### src/rtl/mux4_rr_arbiter.sv
// rtl/mux4_rr_arbiter.sv - round-robin arbiter driving the select lines of a shared 4:1 mux
//
// Purpose:
//   Four requesters share one 4:1 mux (i0..i3 -> y). Requester i owns mux input i
//   while it holds the grant. A grant is kept until its owner releases i_req. Ownership
//   then passes in round-robin order, starting the search just after the last winner.
//
// Optional feature (compile-time macro ARB_TIMEOUT_EN):
//   defined   - an owner is forced to give up the grant after MAX_HOLD consecutive
//               cycles, but only if another requester is waiting.
//   undefined - there is no hold counter. An owner keeps the grant while it requests.
//
// Parameters:
//   MAX_HOLD  max consecutive grant cycles per owner (ARB_TIMEOUT_EN only)
//   CNT_W     hold-counter width, 2**CNT_W >= MAX_HOLD (ARB_TIMEOUT_EN only)
//
// Ports:
//   i_clk    rising-edge clock
//   i_rst    asynchronous, active-high reset
//   i_req    [3:0] request per mux input
//   i_en     arbitration enable; 0 blocks new grants and hand-overs, never revokes
//   o_gnt    [3:0] registered one-hot grant (or zero)
//   o_sel    [1:0] registered mux select; o_sel[1] -> s1, o_sel[0] -> s0
//   o_valid  high while a grant is active

module mux4_rr_arbiter #(
  parameter int MAX_HOLD = 8,
  parameter int CNT_W    = 4
) (
  input  logic       i_clk,
  input  logic       i_rst,
  input  logic [3:0] i_req,
  input  logic       i_en,
  output logic [3:0] o_gnt,
  output logic [1:0] o_sel,
  output logic       o_valid
);

  typedef enum logic {
    ST_IDLE  = 1'b0,
    ST_GRANT = 1'b1
  } state_t;

  state_t     r_state, w_state_nxt;
  logic [3:0] r_gnt,   w_gnt_nxt;
  logic [1:0] r_sel,   w_sel_nxt;
  logic [1:0] r_last,  w_last_nxt;
  logic       r_valid, w_valid_nxt;

  logic [3:0] w_others;
  logic       w_owner_req;
  logic [1:0] w_pick_all;
  logic [1:0] w_pick_oth;
  logic       w_expired;
  logic       w_rotate;

  // Round-robin pick: scan base+1, base+2, base+3, then base itself (mod 4).
  // The first set bit wins. The caller only uses the result when r is non-zero.
  function automatic logic [1:0] rr_pick(input logic [3:0] r, input logic [1:0] base);
    logic [1:0] idx;
    logic       found;
    rr_pick = base;
    found   = 1'b0;
    for (int k = 1; k <= 4; k++) begin
      idx = base + 2'(k);
      if (!found && r[idx]) begin
        rr_pick = idx;
        found   = 1'b1;
      end
    end
  endfunction

  // In GRANT, r_last always equals the owner index. Searching the masked requests from
  // r_last therefore excludes the owner and starts at owner+1.
  assign w_others    = i_req & ~r_gnt;
  assign w_owner_req = |(i_req & r_gnt);
  assign w_pick_all  = rr_pick(i_req, r_last);
  assign w_pick_oth  = rr_pick(w_others, r_last);

`ifdef ARB_TIMEOUT_EN
  localparam logic [CNT_W-1:0] LP_CNT_MAX = CNT_W'(MAX_HOLD - 1);

  logic [CNT_W-1:0] r_cnt, w_cnt_nxt;

  assign w_expired = (r_cnt == LP_CNT_MAX);
`else
  assign w_expired = 1'b0;
`endif

  // The owner offers the grant when it releases its request or its hold time is used up.
  // The grant actually moves only if someone else is waiting and i_en is set.
  assign w_rotate = !w_owner_req || w_expired;

  always_comb begin
    w_state_nxt = r_state;
    w_gnt_nxt   = r_gnt;
    w_sel_nxt   = r_sel;
    w_last_nxt  = r_last;
    w_valid_nxt = r_valid;
`ifdef ARB_TIMEOUT_EN
    w_cnt_nxt   = r_cnt;
`endif

    case (r_state)
      ST_IDLE: begin
        if (i_en && (|i_req)) begin
          w_state_nxt = ST_GRANT;
          w_gnt_nxt   = 4'b0001 << w_pick_all;
          w_sel_nxt   = w_pick_all;
          w_last_nxt  = w_pick_all;
          w_valid_nxt = 1'b1;
`ifdef ARB_TIMEOUT_EN
          w_cnt_nxt   = '0;
`endif
        end
      end

      ST_GRANT: begin
        if (w_rotate && i_en && (|w_others)) begin
          // Hand over on the same edge, so valid has no gap.
          w_gnt_nxt   = 4'b0001 << w_pick_oth;
          w_sel_nxt   = w_pick_oth;
          w_last_nxt  = w_pick_oth;
`ifdef ARB_TIMEOUT_EN
          w_cnt_nxt   = '0;
`endif
        end else if (!w_owner_req) begin
          // Release with nobody eligible. sel keeps the last granted index.
          w_state_nxt = ST_IDLE;
          w_gnt_nxt   = 4'b0000;
          w_valid_nxt = 1'b0;
        end else begin
`ifdef ARB_TIMEOUT_EN
          // Saturate at the limit. A later requester then takes over at the next edge.
          if (!w_expired) begin
            w_cnt_nxt = r_cnt + 1'b1;
          end
`endif
        end
      end

      default: begin
        w_state_nxt = ST_IDLE;
        w_gnt_nxt   = 4'b0000;
        w_valid_nxt = 1'b0;
      end
    endcase
  end

  // r_last resets to 3 so that input 0 wins the first arbitration.
  always_ff @(posedge i_clk or posedge i_rst) begin
    if (i_rst) begin
      r_state <= ST_IDLE;
      r_gnt   <= 4'b0000;
      r_sel   <= 2'b00;
      r_last  <= 2'd3;
      r_valid <= 1'b0;
`ifdef ARB_TIMEOUT_EN
      r_cnt   <= '0;
`endif
    end else begin
      r_state <= w_state_nxt;
      r_gnt   <= w_gnt_nxt;
      r_sel   <= w_sel_nxt;
      r_last  <= w_last_nxt;
      r_valid <= w_valid_nxt;
`ifdef ARB_TIMEOUT_EN
      r_cnt   <= w_cnt_nxt;
`endif
    end
  end

  assign o_gnt   = r_gnt;
  assign o_sel   = r_sel;
  assign o_valid = r_valid;

endmodule

### config.mk
export PLATFORM = sky130hd
export DESIGN_NAME = mux4_rr_arbiter
export DESIGN_NICKNAME = d
export VERILOG_FILES = /design/src/rtl/mux4_rr_arbiter.sv
export SDC_FILE = /design/constraint.sdc
export NUM_CORES = 1
export LEC_CHECK = 0
export ABC_CLOCK_PERIOD_IN_PS = 2400
export CAP_MARGIN = 25
export CORE_MARGIN = 1.5
export CORE_UTILIZATION = 50
export DETAILED_ROUTE_END_ITERATION = 10
export GPL_TIMING_DRIVEN = 0
export PLACE_DENSITY = 0.77
export SLEW_MARGIN = 40
export SYNTH_ARGS = -nofsm -noshare
export SYNTH_HDL_FRONTEND = slang
export SYNTH_SLANG_ARGS = --single-unit
### constraint.sdc
create_clock -name i_clk -period 2.4 [get_ports i_clk]
set_clock_uncertainty 0.1 [all_clocks]
set_input_delay 0.48 -clock i_clk [delete_from_list [all_inputs] [get_ports i_clk]]
set_output_delay 0.48 -clock i_clk [all_outputs]
set_load 0.01 [all_outputs]
==> run metrics <==
Clk Tree Root Cell clkbuf_4; WP data required 2450 ps; grt ovf 0; largest net degree at the start of global routing 11; syn_nets 89; htree depth 1; TritonCTS clock tree built; area grow syn2layout 24.5%; grt met1 use 30.5%; Die Ht 41.9 um; Yosys top cell area share 26.4%; period utilization 94.5%; Reg clk slew, reported paths 60 ps; Hold Vio Cnt, Final 0; crit path buf inv count 1; synthesis warning total 0; DRC errors left 0; cells after synthesis 82; Post-synth EDFFs 0; top cells by area, synth dfrtp_1, dfstp_2, nor2_1; port bufs 13; Post-Place Cells 110; Worst Hold Class input port to async pin; Final ANT Viol Nets 0; worst slack, placed -101 ps; Max-Cap Viols 0; first-pass GRT wire length 2980 um; CTS Buf Count 3; Ports 14; worst-path fanout max 7; worst-case clock buffer depth 2; Die Area 1760 um2; worst skew pair latency 260 ps; Slew headroom 66.8%; most common library cells after synthesis nor2_1, dfrtp_1, nand2_1, o21ai_0; # hold bufs at CTS 0; Power Dens Cells 1210 nW/um2; Crit path largest cell delay 540 ps; Routed WL 1750 um; unrepaired setup endpoints after global routing false; Pre-antenna DRT Iters 4; Worst Tran Pin Value 494 ps; clk sinks 10; most used routing layer met2; post-synth cell types 38; setup TNS 0 ps; crit path capture type flop; CP max-delay cell clkdlybuf4s50_1; minimum clock period 2270 ps; ys async rst share 100%; placed wire-length estimate 1350 um; GP Congestion 0.853; Layout Cells excl Fill 114; f_max 0.441 GHz; # rows 13; setup violation total in the final timing report 0; Post-CTS Repair Setup Buffers 0; synthesized area per cell 9.23 um2; peak supply drop 0.665 mV; core area 1350 um2; Starting Density 56.1%; critical path class input port to flop; crit path DAT 2320 ps; met2 global-route usage 33.8%; type of origin of the critical path input port; vias in the first global route 650; GR Util met3 2.61%; Main synth FF type dfrtp_1; final core occ 69.8%; #FFs+latches synth 10; 1st-iter DRT viols 13; CP Cell Sequence clkdlybuf4s50_1 > and2b_4 > o2bb2ai_1 > a211oi_1 > mux2i_1 > mux2_4; layout cells sized above 1 16.2%; Die W 41.9 um; Via density 5.95; status finished, final reports clean; cts repair resizes 0; n_diodes 0; Yosys top cell by area dfrtp_1; routed len/inst 15.4 um; vias 678; Final WS setup 132 ps; Layout Nets 107; leakage 0.393 nW; sequential fraction of the synthesis area 33.4%; Fillers 99; initial antenna violation count 0; Slew Limit Fails 0; top-count cell post-synth nor2_1; GRT Util Overall 22.0%; CP top delay family compound AO/OA/AOI/OAI gates; synthesized area 757 um2
## layout make-up
cell class	instances	area (um2)	area share (%)
flip-flops and latches	10	253	26.8
clock buffers	4	36.3	3.85
plain buffers	1	7.51	0.797
inverters	4	15.0	1.59
multi-input cells	67	482	51.1
repair buffers	13	130	13.8
well taps	15	18.8	1.99
## report_power, final
group	internal, mW	switching (mW)	leakage (nW)
combinational	0.330	0.321	0.252
sequential	0.258	0.0821	0.120
clock	0.0921	0.0569	0.0210
total	0.681	0.460	0.393
## cell usage in the layout, fill, tap and decap left out, types with 2 or more instances in the layout
| master | n |
|---|---|
| clkdlybuf4s50_1 | 13 |
| nor2_1 | 9 |
| dfrtp_1 | 8 |
| nand2_1 | 7 |
| o21ai_0 | 5 |
| inv_1 | 4 |
| nand2b_1 | 4 |
| a22oi_1 | 4 |
| nor2b_1 | 3 |
| clkbuf_4 | 3 |
| mux2i_1 | 2 |
| a21oi_1 | 2 |
| and2b_1 | 2 |
| mux2_4 | 2 |
| o21a_1 | 2 |
| and2_1 | 2 |
| o211ai_1 | 2 |
| dfstp_2 | 2 |
## cells by family after synthesis
group                  Yosys count  share of synthesized area [%]
buffers and inverters            5                           2.97
multiplexers                     4                           6.61
flip-flops                      10                           33.4
AO/OA/AOI/OAI                   25                           26.8
AND/OR/NAND/NOR                 38                           30.2
## state kept, by name (all words and copies together), names as in the netlist
| register | flops |
|---|---|
| r_last | 2 |
| r_state | 1 |
| o_valid | 1 |
| o_gnt | 4 |
| o_sel | 2 |
## routing by layer
metal | share of wire [%] | vias up
met5 | 0 | -
met2 | 48 | 15
met3 | 3.9 | 2
met4 | 0.80 | 0
li1 | - | 338
met1 | 47 | 323
## worst reg2reg max path, stage by stage (launching register included)
cell and delay [ps]:
dfstp_2 560, buf_4 170, a21oi_1 70, o31ai_1 460
nor2_1 80, a311oi_1 360, nor2_1 90
## metrics by stage
stage,cell area (um2),total power [mW],hold WS [ps]
5_1_grt,942,1.23,441
6_report,942,1.14,399
2_1_floorplan,757,0.779,219
3_3_place_gp,906,0.971,391
4_1_cts,942,1.14,406
3_5_place_dp,906,0.987,401
## worst paths after layout
kind                                 from         to  slack (ps)  cells past startpoint
min in group i_clk               o_sel[0]   o_sel[0]         420                      1
worst max-delay path             i_req[1]   o_sel[0]         130                      6
worst min-delay path                i_rst   o_gnt[2]         400                      2
worst min register to register   o_sel[0]   o_sel[0]         420                      1
max in group asynchronous           i_rst  r_last[0]        1490                      2
worst max register to register  r_last[1]   o_sel[1]         380                      6
No activity file was read; power rests on OpenSTA's default activity.
